File: src/rtl/mic_test_screen_anim_if.sv
// Pixel request / colour return bus between the OLED driver side and the animated MIC TEST screen.
interface mic_test_screen_anim_if #(
  parameter int unsigned LEVEL_BITS = 12
);
  logic                  enable;
  logic                  frame_begin;
  logic [6:0]            x;
  logic [5:0]            y;
  logic [LEVEL_BITS-1:0] mic_level;
  logic [15:0]           oled_data;
  logic                  anim_done;

  modport master (
    output enable, frame_begin, x, y, mic_level,
    input  oled_data, anim_done
  );

  modport slave (
    input  enable, frame_begin, x, y, mic_level,
    output oled_data, anim_done
  );
endinterface

File: src/rtl/mic_test_screen_anim.sv
// Animated MIC TEST screen: slide-in mic icon, blinking caption, live segmented level bar.
module mic_test_screen_anim #(
  parameter int unsigned SCREEN_W     = 96,
  parameter int unsigned SCREEN_H     = 64,
  parameter int unsigned ICON_X       = 27,
  parameter int unsigned ICON_Y       = 21,
  parameter int unsigned SLIDE_STEP   = 2,
  parameter int unsigned BLINK_FRAMES = 15,
  parameter int unsigned BAR_SEGS     = 8,
  parameter int unsigned LEVEL_BITS   = 12,
  parameter logic [15:0] BG           = 16'hFFFF
) (
  input  logic                 clk_i,
  input  logic                 rst_i,
  mic_test_screen_anim_if.slave bus_io
);
  localparam int unsigned OFF_W  = 8;
  localparam int unsigned CNT_W  = 8;
  localparam int unsigned LIT_W  = 4;
  localparam int unsigned PROD_W = LEVEL_BITS + LIT_W;
  localparam int CAP_X = 47, CAP_Y0 = 29, CAP_Y1 = 37, CAP_PITCH = 6;
  localparam int BAR_X0 = 10, BAR_PITCH = 10, BAR_LEN = 8, BAR_Y0 = 50, BAR_Y1 = 55;
  localparam logic [15:0] BLACK = 16'h0000, LIGHTGREEN = 16'hAFE5, DARKGREEN = 16'h632C;
  localparam logic [15:0] GREEN = 16'h07E0, YELLOW = 16'hFFE0, RED = 16'hF800;
  localparam logic [2:0] CH_M = 3'd0, CH_I = 3'd1, CH_C = 3'd2, CH_T = 3'd3, CH_E = 3'd4, CH_S = 3'd5;

  typedef enum logic [1:0] {IDLE = 2'd0, SLIDE = 2'd1, SHOW = 2'd2} state_e;

  state_e                state_q, state_d;
  logic [OFF_W-1:0]      off_q, off_d;
  logic [CNT_W-1:0]      blink_cnt_q, blink_cnt_d;
  logic                  text_on_q, text_on_d;
  logic [LEVEL_BITS-1:0] level_q, level_d;
  logic [15:0]           oled_data_q;
  logic                  anim_done_q;

  logic [8:0]       icon_u_c;
  logic [6:0]       icon_v_c;
  logic             icon_hit_c;
  logic [1:0]       icon_idx_c;
  logic             cap_line_c, cap_line1_c, cap_slot_hit_c, cap_on_c;
  logic [1:0]       cap_slot_c;
  logic [2:0]       cap_row_c, cap_col_c, cap_ch_c;
  logic [4:0]       cap_bits_c;
  logic [LIT_W-1:0] lit_c, seg_idx_c;
  logic             seg_hit_c, bar_on_c;
  logic [15:0]      seg_col_c, pix_c;

  // Mic glyph: capsule with grille, U-shaped holder, stem and base.
  function automatic logic [1:0] icon_rom(input logic [4:0] u, input logic [4:0] v);
    logic [1:0] px;
    px = 2'd0;
    if (v <= 5'd12 && u >= 5'd6 && u <= 5'd13) begin
      if (v == 5'd0 || v == 5'd12 || u == 5'd6 || u == 5'd13) px = 2'd1;
      else if (!v[0] && v <= 5'd8)                             px = 2'd3;
      else                                                     px = 2'd2;
    end else if (v >= 5'd9 && v <= 5'd13 && (u == 5'd3 || u == 5'd16)) px = 2'd1;
    else if (v == 5'd14 && (u == 5'd4 || u == 5'd15))                px = 2'd1;
    else if (v == 5'd15 && u >= 5'd5 && u <= 5'd14)                  px = 2'd1;
    else if (v >= 5'd16 && v <= 5'd20 && u >= 5'd9 && u <= 5'd10)    px = 2'd3;
    else if (v >= 5'd21 && v <= 5'd22 && u >= 5'd4 && u <= 5'd15)    px = 2'd1;
    return px;
  endfunction

  // 5x7 font row, bit 4 is the leftmost column.
  function automatic logic [4:0] font_row(input logic [2:0] ch, input logic [2:0] row);
    logic [34:0] g;
    case (ch)
      CH_M:    g = {5'b10001, 5'b11011, 5'b10101, 5'b10101, 5'b10001, 5'b10001, 5'b10001};
      CH_I:    g = {5'b01110, 5'b00100, 5'b00100, 5'b00100, 5'b00100, 5'b00100, 5'b01110};
      CH_C:    g = {5'b01110, 5'b10001, 5'b10000, 5'b10000, 5'b10000, 5'b10001, 5'b01110};
      CH_T:    g = {5'b11111, 5'b00100, 5'b00100, 5'b00100, 5'b00100, 5'b00100, 5'b00100};
      CH_E:    g = {5'b11111, 5'b10000, 5'b10000, 5'b11110, 5'b10000, 5'b10000, 5'b11111};
      CH_S:    g = {5'b01111, 5'b10000, 5'b10000, 5'b01110, 5'b00001, 5'b00001, 5'b11110};
      default: g = '0;
    endcase
    return 5'(g >> (5 * (6 - int'(row))));
  endfunction

  // Animation state: slide offset, blink phase, frame-latched level; enable low wins over frame_begin.
  always_comb begin
    state_d     = state_q;
    off_d       = off_q;
    blink_cnt_d = blink_cnt_q;
    text_on_d   = text_on_q;
    level_d     = bus_io.frame_begin ? bus_io.mic_level : level_q;
    if (!bus_io.enable) begin
      state_d     = IDLE;
      off_d       = OFF_W'(SCREEN_W);
      blink_cnt_d = '0;
      text_on_d   = 1'b1;
    end else if (bus_io.frame_begin) begin
      case (state_q)
        IDLE: begin
          state_d = SLIDE;
          off_d   = OFF_W'(SCREEN_W);
        end
        SLIDE: begin
          if (off_q == '0) begin
            state_d     = SHOW;
            blink_cnt_d = '0;
            text_on_d   = 1'b1;
          end else if (off_q > OFF_W'(SLIDE_STEP)) begin
            off_d = off_q - OFF_W'(SLIDE_STEP);
          end else begin
            off_d = '0;
          end
        end
        SHOW: begin
          if (blink_cnt_q == CNT_W'(BLINK_FRAMES - 1)) begin
            blink_cnt_d = '0;
            text_on_d   = ~text_on_q;
          end else begin
            blink_cnt_d = blink_cnt_q + CNT_W'(1);
          end
        end
        default: state_d = IDLE;
      endcase
    end
  end

  // Icon hit test in signed 9-bit space so off-screen columns never wrap back in.
  assign icon_u_c   = 9'({2'b00, bus_io.x}) - 9'(ICON_X) - {1'b0, off_q};
  assign icon_v_c   = {1'b0, bus_io.y} - 7'(ICON_Y);
  assign icon_hit_c = !icon_u_c[8] && (icon_u_c[7:0] < 8'd20) && !icon_v_c[6] && (icon_v_c[5:0] < 6'd23);
  assign icon_idx_c = icon_hit_c ? icon_rom(icon_u_c[4:0], icon_v_c[4:0]) : 2'd0;

  // Caption lookup: which line, which character slot, which glyph pixel.
  always_comb begin
    cap_line_c     = 1'b0;
    cap_line1_c    = 1'b0;
    cap_row_c      = '0;
    cap_slot_hit_c = 1'b0;
    cap_slot_c     = '0;
    cap_col_c      = '0;
    cap_ch_c       = CH_M;
    if ({1'b0, bus_io.y} >= 7'(CAP_Y0) && {1'b0, bus_io.y} < 7'(CAP_Y0 + 7)) begin
      cap_line_c = 1'b1;
      cap_row_c  = 3'(bus_io.y - 6'(CAP_Y0));
    end else if ({1'b0, bus_io.y} >= 7'(CAP_Y1) && {1'b0, bus_io.y} < 7'(CAP_Y1 + 7)) begin
      cap_line_c  = 1'b1;
      cap_line1_c = 1'b1;
      cap_row_c   = 3'(bus_io.y - 6'(CAP_Y1));
    end
    for (int k = 0; k < 4; k++) begin
      if ({1'b0, bus_io.x} >= 8'(CAP_X + CAP_PITCH * k) && {1'b0, bus_io.x} < 8'(CAP_X + CAP_PITCH * k + 5)) begin
        cap_slot_hit_c = 1'b1;
        cap_slot_c     = 2'(k);
        cap_col_c      = 3'(bus_io.x - 7'(CAP_X + CAP_PITCH * k));
      end
    end
    case ({cap_line1_c, cap_slot_c})
      3'b000:  cap_ch_c = CH_M;
      3'b001:  cap_ch_c = CH_I;
      3'b010:  cap_ch_c = CH_C;
      3'b100:  cap_ch_c = CH_T;
      3'b101:  cap_ch_c = CH_E;
      3'b110:  cap_ch_c = CH_S;
      3'b111:  cap_ch_c = CH_T;
      default: cap_slot_hit_c = 1'b0;
    endcase
  end

  assign cap_bits_c = font_row(cap_ch_c, cap_row_c);
  assign cap_on_c   = (state_q == SHOW) && text_on_q && cap_line_c && cap_slot_hit_c && cap_bits_c[3'd4 - cap_col_c];

  // Level bar: segment under x and its colour band.
  always_comb begin
    seg_hit_c = 1'b0;
    seg_idx_c = '0;
    seg_col_c = RED;
    for (int i = 0; i < int'(BAR_SEGS); i++) begin
      if ({1'b0, bus_io.x} >= 8'(BAR_X0 + BAR_PITCH * i) && {1'b0, bus_io.x} <= 8'(BAR_X0 + BAR_PITCH * i + BAR_LEN - 1)) begin
        seg_hit_c = 1'b1;
        seg_idx_c = LIT_W'(i);
        if (i < int'(BAR_SEGS / 2))       seg_col_c = GREEN;
        else if (i < int'(BAR_SEGS) - 1)  seg_col_c = YELLOW;
        else                              seg_col_c = RED;
      end
    end
  end

  assign lit_c    = LIT_W'((PROD_W'(level_q) * PROD_W'(BAR_SEGS)) >> LEVEL_BITS);
  assign bar_on_c = seg_hit_c && (seg_idx_c < lit_c) &&
                    {1'b0, bus_io.y} >= 7'(BAR_Y0) && {1'b0, bus_io.y} <= 7'(BAR_Y1);

  // Pixel priority: icon > caption > bar > background; nothing outside the screen or in IDLE.
  always_comb begin
    pix_c = BG;
    if (state_q != IDLE && {1'b0, bus_io.x} < 8'(SCREEN_W) && {1'b0, bus_io.y} < 7'(SCREEN_H)) begin
      case (icon_idx_c)
        2'd1:    pix_c = BLACK;
        2'd2:    pix_c = LIGHTGREEN;
        2'd3:    pix_c = DARKGREEN;
        default: begin
          if (cap_on_c)      pix_c = BLACK;
          else if (bar_on_c) pix_c = seg_col_c;
        end
      endcase
    end
  end

  // State and output registers.
  always_ff @(posedge clk_i) begin
    if (rst_i) begin
      state_q     <= IDLE;
      off_q       <= OFF_W'(SCREEN_W);
      blink_cnt_q <= '0;
      text_on_q   <= 1'b1;
      level_q     <= '0;
      oled_data_q <= BG;
      anim_done_q <= 1'b0;
    end else begin
      state_q     <= state_d;
      off_q       <= off_d;
      blink_cnt_q <= blink_cnt_d;
      text_on_q   <= text_on_d;
      level_q     <= level_d;
      oled_data_q <= pix_c;
      anim_done_q <= (state_d == SHOW);
    end
  end

  assign bus_io.oled_data = oled_data_q;
  assign bus_io.anim_done = anim_done_q;
endmodule

File: src/flat_wrapper.sv
// flat-port wrapper written by rule: the top's interface ports become plain ports
module mic_test_screen_anim_flat 
#(
  parameter int unsigned SCREEN_W     = 96,
  parameter int unsigned SCREEN_H     = 64,
  parameter int unsigned ICON_X       = 27,
  parameter int unsigned ICON_Y       = 21,
  parameter int unsigned SLIDE_STEP   = 2,
  parameter int unsigned BLINK_FRAMES = 15,
  parameter int unsigned BAR_SEGS     = 8,
  parameter int unsigned LEVEL_BITS   = 12,
  parameter logic [15:0] BG           = 16'hFFFF
)
  (clk_i, rst_i, bus_io_enable, bus_io_frame_begin, bus_io_x, bus_io_y, bus_io_mic_level, bus_io_oled_data, bus_io_anim_done);
  mic_test_screen_anim_if #(.LEVEL_BITS(LEVEL_BITS)) bus_io_i ();
  input  logic clk_i;
  input  logic rst_i;
  input wire logic [$bits(bus_io_i.enable)-1:0] bus_io_enable;
  input wire logic [$bits(bus_io_i.frame_begin)-1:0] bus_io_frame_begin;
  input wire logic [$bits(bus_io_i.x)-1:0] bus_io_x;
  input wire logic [$bits(bus_io_i.y)-1:0] bus_io_y;
  input wire logic [$bits(bus_io_i.mic_level)-1:0] bus_io_mic_level;
  output wire logic [$bits(bus_io_i.oled_data)-1:0] bus_io_oled_data;
  output wire logic [$bits(bus_io_i.anim_done)-1:0] bus_io_anim_done;
  assign bus_io_i.enable = bus_io_enable;
  assign bus_io_i.frame_begin = bus_io_frame_begin;
  assign bus_io_i.x = bus_io_x;
  assign bus_io_i.y = bus_io_y;
  assign bus_io_i.mic_level = bus_io_mic_level;
  assign bus_io_oled_data = bus_io_i.oled_data;
  assign bus_io_anim_done = bus_io_i.anim_done;
  mic_test_screen_anim #(.SCREEN_W(SCREEN_W), .SCREEN_H(SCREEN_H), .ICON_X(ICON_X), .ICON_Y(ICON_Y), .SLIDE_STEP(SLIDE_STEP), .BLINK_FRAMES(BLINK_FRAMES), .BAR_SEGS(BAR_SEGS), .LEVEL_BITS(LEVEL_BITS), .BG(BG)) u_core (.clk_i(clk_i), .rst_i(rst_i), .bus_io(bus_io_i));
endmodule
File: config.mk
export PLATFORM = sky130hd
export DESIGN_NAME = mic_test_screen_anim_flat
export DESIGN_NICKNAME = d
export VERILOG_FILES = /design/src/rtl/mic_test_screen_anim_if.sv /design/src/rtl/mic_test_screen_anim.sv /design/src/flat_wrapper.sv
export SDC_FILE = /design/constraint.sdc
export NUM_CORES = 1
export LEC_CHECK = 0
export CORE_MARGIN = 2
export CORE_UTILIZATION = 52
export DETAILED_ROUTE_END_ITERATION = 10
export GPL_TIMING_DRIVEN = 0
export PLACE_DENSITY = 0.82
export SLEW_MARGIN = 20
export SYNTH_ARGS = -nofsm -noshare
export SYNTH_HDL_FRONTEND = slang
export SYNTH_SLANG_ARGS = --single-unit
File: constraint.sdc
create_clock -name clk_i -period 12.4 [get_ports clk_i]
set_input_delay 3.72 -clock clk_i [delete_from_list [all_inputs] [get_ports clk_i]]
set_output_delay 3.72 -clock clk_i [all_outputs]
set_load 0.1 [all_outputs]
Word-level counts from Yosys, hierarchy flattened
Cells that the tools add are included.
- word-level logic and storage cells: 238
- flip-flop bits (word level): 48
- add/sub/neg operators: 13
- reduce and logical (&&, ||, !) cells: 62
- equality and inequality tests: 30
- shift operators: 1
- bitwise logic cells: 3
- magnitude comparators: 52
- multiplexer cells: 69
- multipliers: 1
- operator list (kind ; count):
    $pmux W35 S6 ; 1
    $mux W16 ; 10
    $pmux W16 S3 ; 1
    $ge A7 B6 Y1 const B ; 6
    $logic_and A1 B1 Y1 ; 39
    $le A5 B4 Y1 const B ; 7
    $shr A35 B32 Y5 ; 1
    $mul A4 B32 Y32 const A ; 1
    $mux W8 ; 4
    $pmux W8 S2 ; 2
    $mux W3 ; 10
    $mux W2 ; 14
    $eq A5 B4 Y1 const B ; 5
    $mux W1 ; 23
    $ge A7 B7 Y1 const B ; 3
    $le A7 B6 Y1 const B ; 3
    $le A7 B7 Y1 const B ; 3
    $lt A7 B7 Y1 const B ; 3
    $eq A3 B3 Y1 const B ; 6
    $ge A5 B3 Y1 const B ; 3
    $pmux W3 S5 ; 1
    $ge A7 B5 Y1 const B ; 2
    $le A7 B5 Y1 const B ; 2
    $lt A7 B6 Y1 const B ; 2
    48 further kinds ; 79

Longest topological paths before layout
- word-level depth: 16
- depth in mapped cells: 30
- depth with buffers taken out: 24

Worst setup path before layout
Ideal clock, no wire load.
- kind: input -> register
- start point: input bus_io_y[0]
- end point: register u_core.oled_data_q[4], in the netlist u_core.bus_io.oled_data[4]
- data arrival time: 9.559 ns
- setup time: 0.138 ns
- path slack: 2.702 ns
- data required time: 12.262 ns
- cell stages on the path: 30
- path buffers: 6
- cells stage by stage: clkbuf_1 inv_1 ha_1 buf_6 and2b_1 a211oi_4 nor2_4 clkinv_4 buf_6 buf_4 ha_1 clkinv_1 buf_2 ha_1 ha_1 inv_1 fa_1 nand3b_1 ha_1 nand2_1 or4_1 clkbuf_1 nor3_2 o21ai_1 or2_0 a32oi_1 o2111a_1 nor2_1 o32ai_4 o21ai_1
- longest elaborated chain between the ends: 15
- elaborated cells between the ends (all ways): 93
- ends and longest elaborated chain (what ; RTL line ; RTL):
    start, declared ; flat_wrapper.sv:21 ; input wire logic [$bits(bus_io_i.y)-1:0] bus_io_y;
    branches (longest 14 deep; another with $mul A4 B32 Y32) ; - ;
    $pmux W16 S3 * ; mic_test_screen_anim.sv:191 ; case (icon_idx_c)
    end signal, assigned ; mic_test_screen_anim.sv:219 ; oled_data_q <= pix_c;
    end, declared ; mic_test_screen_anim.sv:34 ; logic [15:0] oled_data_q;
Every way passes the cells marked *. The select of a mux whose other input is x is not followed.
A chain may end at the register's enable or synchronous reset.

Worst setup path after layout
- start point: input bus_io_y[0]
- end point: register u_core.oled_data_q[10], in the netlist u_core.bus_io.oled_data[10]
Same word-level chain as after synthesis.

==> results by group <==
Outcome
  – Status: complete, but fails checks
  – Failing checks: design-rule violations

Pwr
  – Power density cells: 82.2 nW/um^2
  – VDD IR max: 139 uV
  – Leak: 2.05 nW

Critical path
  – Crit start category: input pin
  – Worst-path fanout max: 11
  – Crit path DAT: 11,970 ps
  – Crit Path Class: input pin to register
  – Req. time, crit path: 12,550 ps
  – Crit. End Element: register
  – CP peak stage delay: 620 ps
  – CP Buf/Inv Count: 11
  – Worst path top cell family by delay: buffers and inverters
  – Worst path slowest cell: nor3_2
  – Top cell by count, worst path: ha_1

Route
  – Drt drc: 1
  – Wire per inst: 20.7 um
  – Drt via density: 6.82
  – Vias: 5,977
  – Antenna viol nets, final: 0
  – 1st-iter DRT viols: 478
  – First-pass DRT Iterations: 9
  – Final wirelength: 18.2 mm

Timing
  – Worst slew pin tran: 990 ps
  – Final min period: 11,810 ps
  – Max Fclk: 84.7 MHz
  – Slew Limit Headroom: 33.8%
  – Layout Skew: 7.62 ps
  – Min Hold Slack: 498 ps
  – Final Slew Violations: 0
  – Final setup TNS: 0 ps
  – Hold Vio Cnt, Final: 0
  – Final WS setup: 588 ps
  – Crit share post-route: 95.3%
  – # setup viols final: 0
  – RSZ-0062 raised after global routing: false

Floorplanning
  – Core Footprint: 9280 um^2
  – I/O pin cnt: 46
  – # rows: 35
  – Starting Density: 53.8%
  – Die ar.: 10,400 um^2
  – Die H: 102 um
  – DIE WIDTH: 102 um

Finish
  – Nets@finish: 815
  – Final Cell Area: 5600 um^2
  – Leading cell type in the layout, fill and taps excluded: nor2_1
  – Ant. Diodes: 0
  – Commonest cells after routing, fill and taps aside: nor2_1, nand2_1, o21ai_0, ha_1, a21oi_1
  – Area delta synth->final: 12.1%
  – Layout cells sized above 1: 7.90%

Logic synthesis
  – Synthesis Warnings: 0
  – Syn avg cell area: 7.07 um^2
  – Synth Area in Compound Gates: 34.5%
  – Synth Area in XOR/XNOR: 5.41%
  – Synthesized instance count: 706
  – Unique masters post-synth: 87
  – Seq/Total Area, Yosys: 12.8%
  – Post-synthesis simple-gate area fraction: 28.2%
  – Post-synth EDFFs: 0
  – Async S/R FF share, synth: 0%
  – Most used DFF post-synth: dfxtp_1
  – Yosys reg bits: 32
  – Mux share of post-synthesis cell area: 1.43%
  – Syn Nets: 775
  – Post-Syn Area: 4990 um^2
  – Post-synthesis adder-cell area fraction: 10.2%
  – Largest family of logic cells by synthesized area: compound AO/OA/AOI/OAI gates

Clocking
  – H-tree depth: 2
  – Clk_lat worst skew: 290 ps
  – CTS tree: built
  – Cts repair resizes: 0
  – Clock sinks: 32
  – Root Driver: clkbuf_8
  – TritonCTS Buffers: 5
  – Maximum clock insertion buffer count: 2
  – Clk slew on worst S/H paths: 70 ps
  – Setup bufs post-CTS: 0
  – CTS Hold Bufs: 0

Global routing
  – Total GRT Usage: 34.9%
  – GRT Residual Overflow: 0
  – Largest net degree at the start of global routing: 12
  – Vias in the first global route: 5,473
  – First-pass GRT wire length: 28.5 mm
  – Antenna violations before repair: 0

Placement
  – Pre-CTS setup slack: 437 ps
  – RePlAce Congestion: 1.05
  – I/O Buffers: 33
  – Placed Area: 5480 um^2
  – Hpwl dp: 14.0 mm

Min path
  – HP Class: register to register

Job
  – Max-Cap Viols: 0
## sequential cells by signal, summed over array words and instances (netlist names)
register / cells
u_core.bus_io.oled_data: 10
u_core.blink_cnt_q: 8
u_core.off_q: 7
u_core.level_q: 3
u_core.state_q: 2
u_core.bus_io.anim_done: 1
u_core.text_on_q: 1
## per-layer routing
metal / track usage (%) / wire length, um
met2: 61.8 / 8800
met1: 39.6 / 6580
met4: 20.7 / 1280
met3: 5.06 / 1510
met5: 0 / 0
## synth_stat cells (4+ instances only)
library cell   n  area, um^2
mux2i_1        6        60.1
and3_1         4        25.0
o21a_1         5        37.5
a311oi_1       4        35.0
nor3_1        16        80.1
o211ai_1       8        60.1
nand4_1       10        62.6
buf_4          8        60.1
nand2b_1      15        93.8
nand2_1       65         244
or3_1          6        37.5
buf_2         10        50.1
o31ai_1        7        52.6
a221oi_1       6        52.6
xor2_1         9        78.8
o2111ai_1      9        78.8
o32ai_1        6        52.6
nor2b_1        8        50.1
nand3_1       23         115
dfxtp_1       32         641
nor4_1         7        43.8
nand4b_1       4        35.0
and2_1         8        50.1
or2_2          5        31.3
o21ai_0       46         230
o221ai_1       5        43.8
a21oi_1       37         185
a31oi_1       11        68.8
xnor2_1       20         175
o22ai_1        9        56.3
o311ai_0       6        52.6
nor2_1        78         293
o21bai_1       4        30.0
ha_1          39         488
a211oi_1      18         135
inv_1         36         135
or4_1          4        30.0
clkbuf_1      21        78.8
o21ai_1       16        80.1
## power by group
group          switching (W)   total, W  internal (W)
clock network      0.0000393  0.0000987     0.0000594
registers         0.00000125   0.000106      0.000104
logic               0.000171   0.000256     0.0000850
total               0.000211   0.000460      0.000249
## worst reg2reg max path, stage by stage, from the launching register on
cell	delay, ps
dfxtp_1	330
inv_1	100
ha_1	370
nor2b_1	150
o21ai_0	150
nand2b_1	100
xnor2_1	530
mux2_2	410
o22ai_1	140
a31oi_1	110
a221o_1	490
a21boi_0	350
o21ai_1	130
## stage by stage
step	power (W)	cells	util (%)
3_5_place_dp	0.000349	868	59.1
4_1_cts	0.000448	876	60.3
5_1_grt	0.000480	876	60.3
3_3_place_gp	0.000351	868	59.1
6_report	0.000460	876	60.3
2_1_floorplan	0.000281	706	-
## final timing paths
check,from,end,slack [ps],cells past startpoint
max,bus_io_y[0],u_core.bus_io.oled_data[10],590,31
min,u_core.blink_cnt_q[7],u_core.blink_cnt_q[7],500,2
max reg2reg,u_core.off_q[2],u_core.bus_io.oled_data[11],8910,12
min reg2reg,u_core.blink_cnt_q[7],u_core.blink_cnt_q[7],500,2
## logic make-up after synthesis
logic type	count (synthesis)
compound gates	240
xor+xnor	30
buf+inv	83
mux	7
fa+ha+maj	40
flops	32
simple gates	274
## cell type report
class	instances	area, um^2
buffer	44	223
clock buffer	5	68.8
clock inverter	3	42.5
fill	845	3690
inverter	39	151
multi-input combinational	591	3980
sequential	32	641
tap	129	161
timing repair buffer	33	330
No activity file was read; power rests on OpenSTA's default activity.
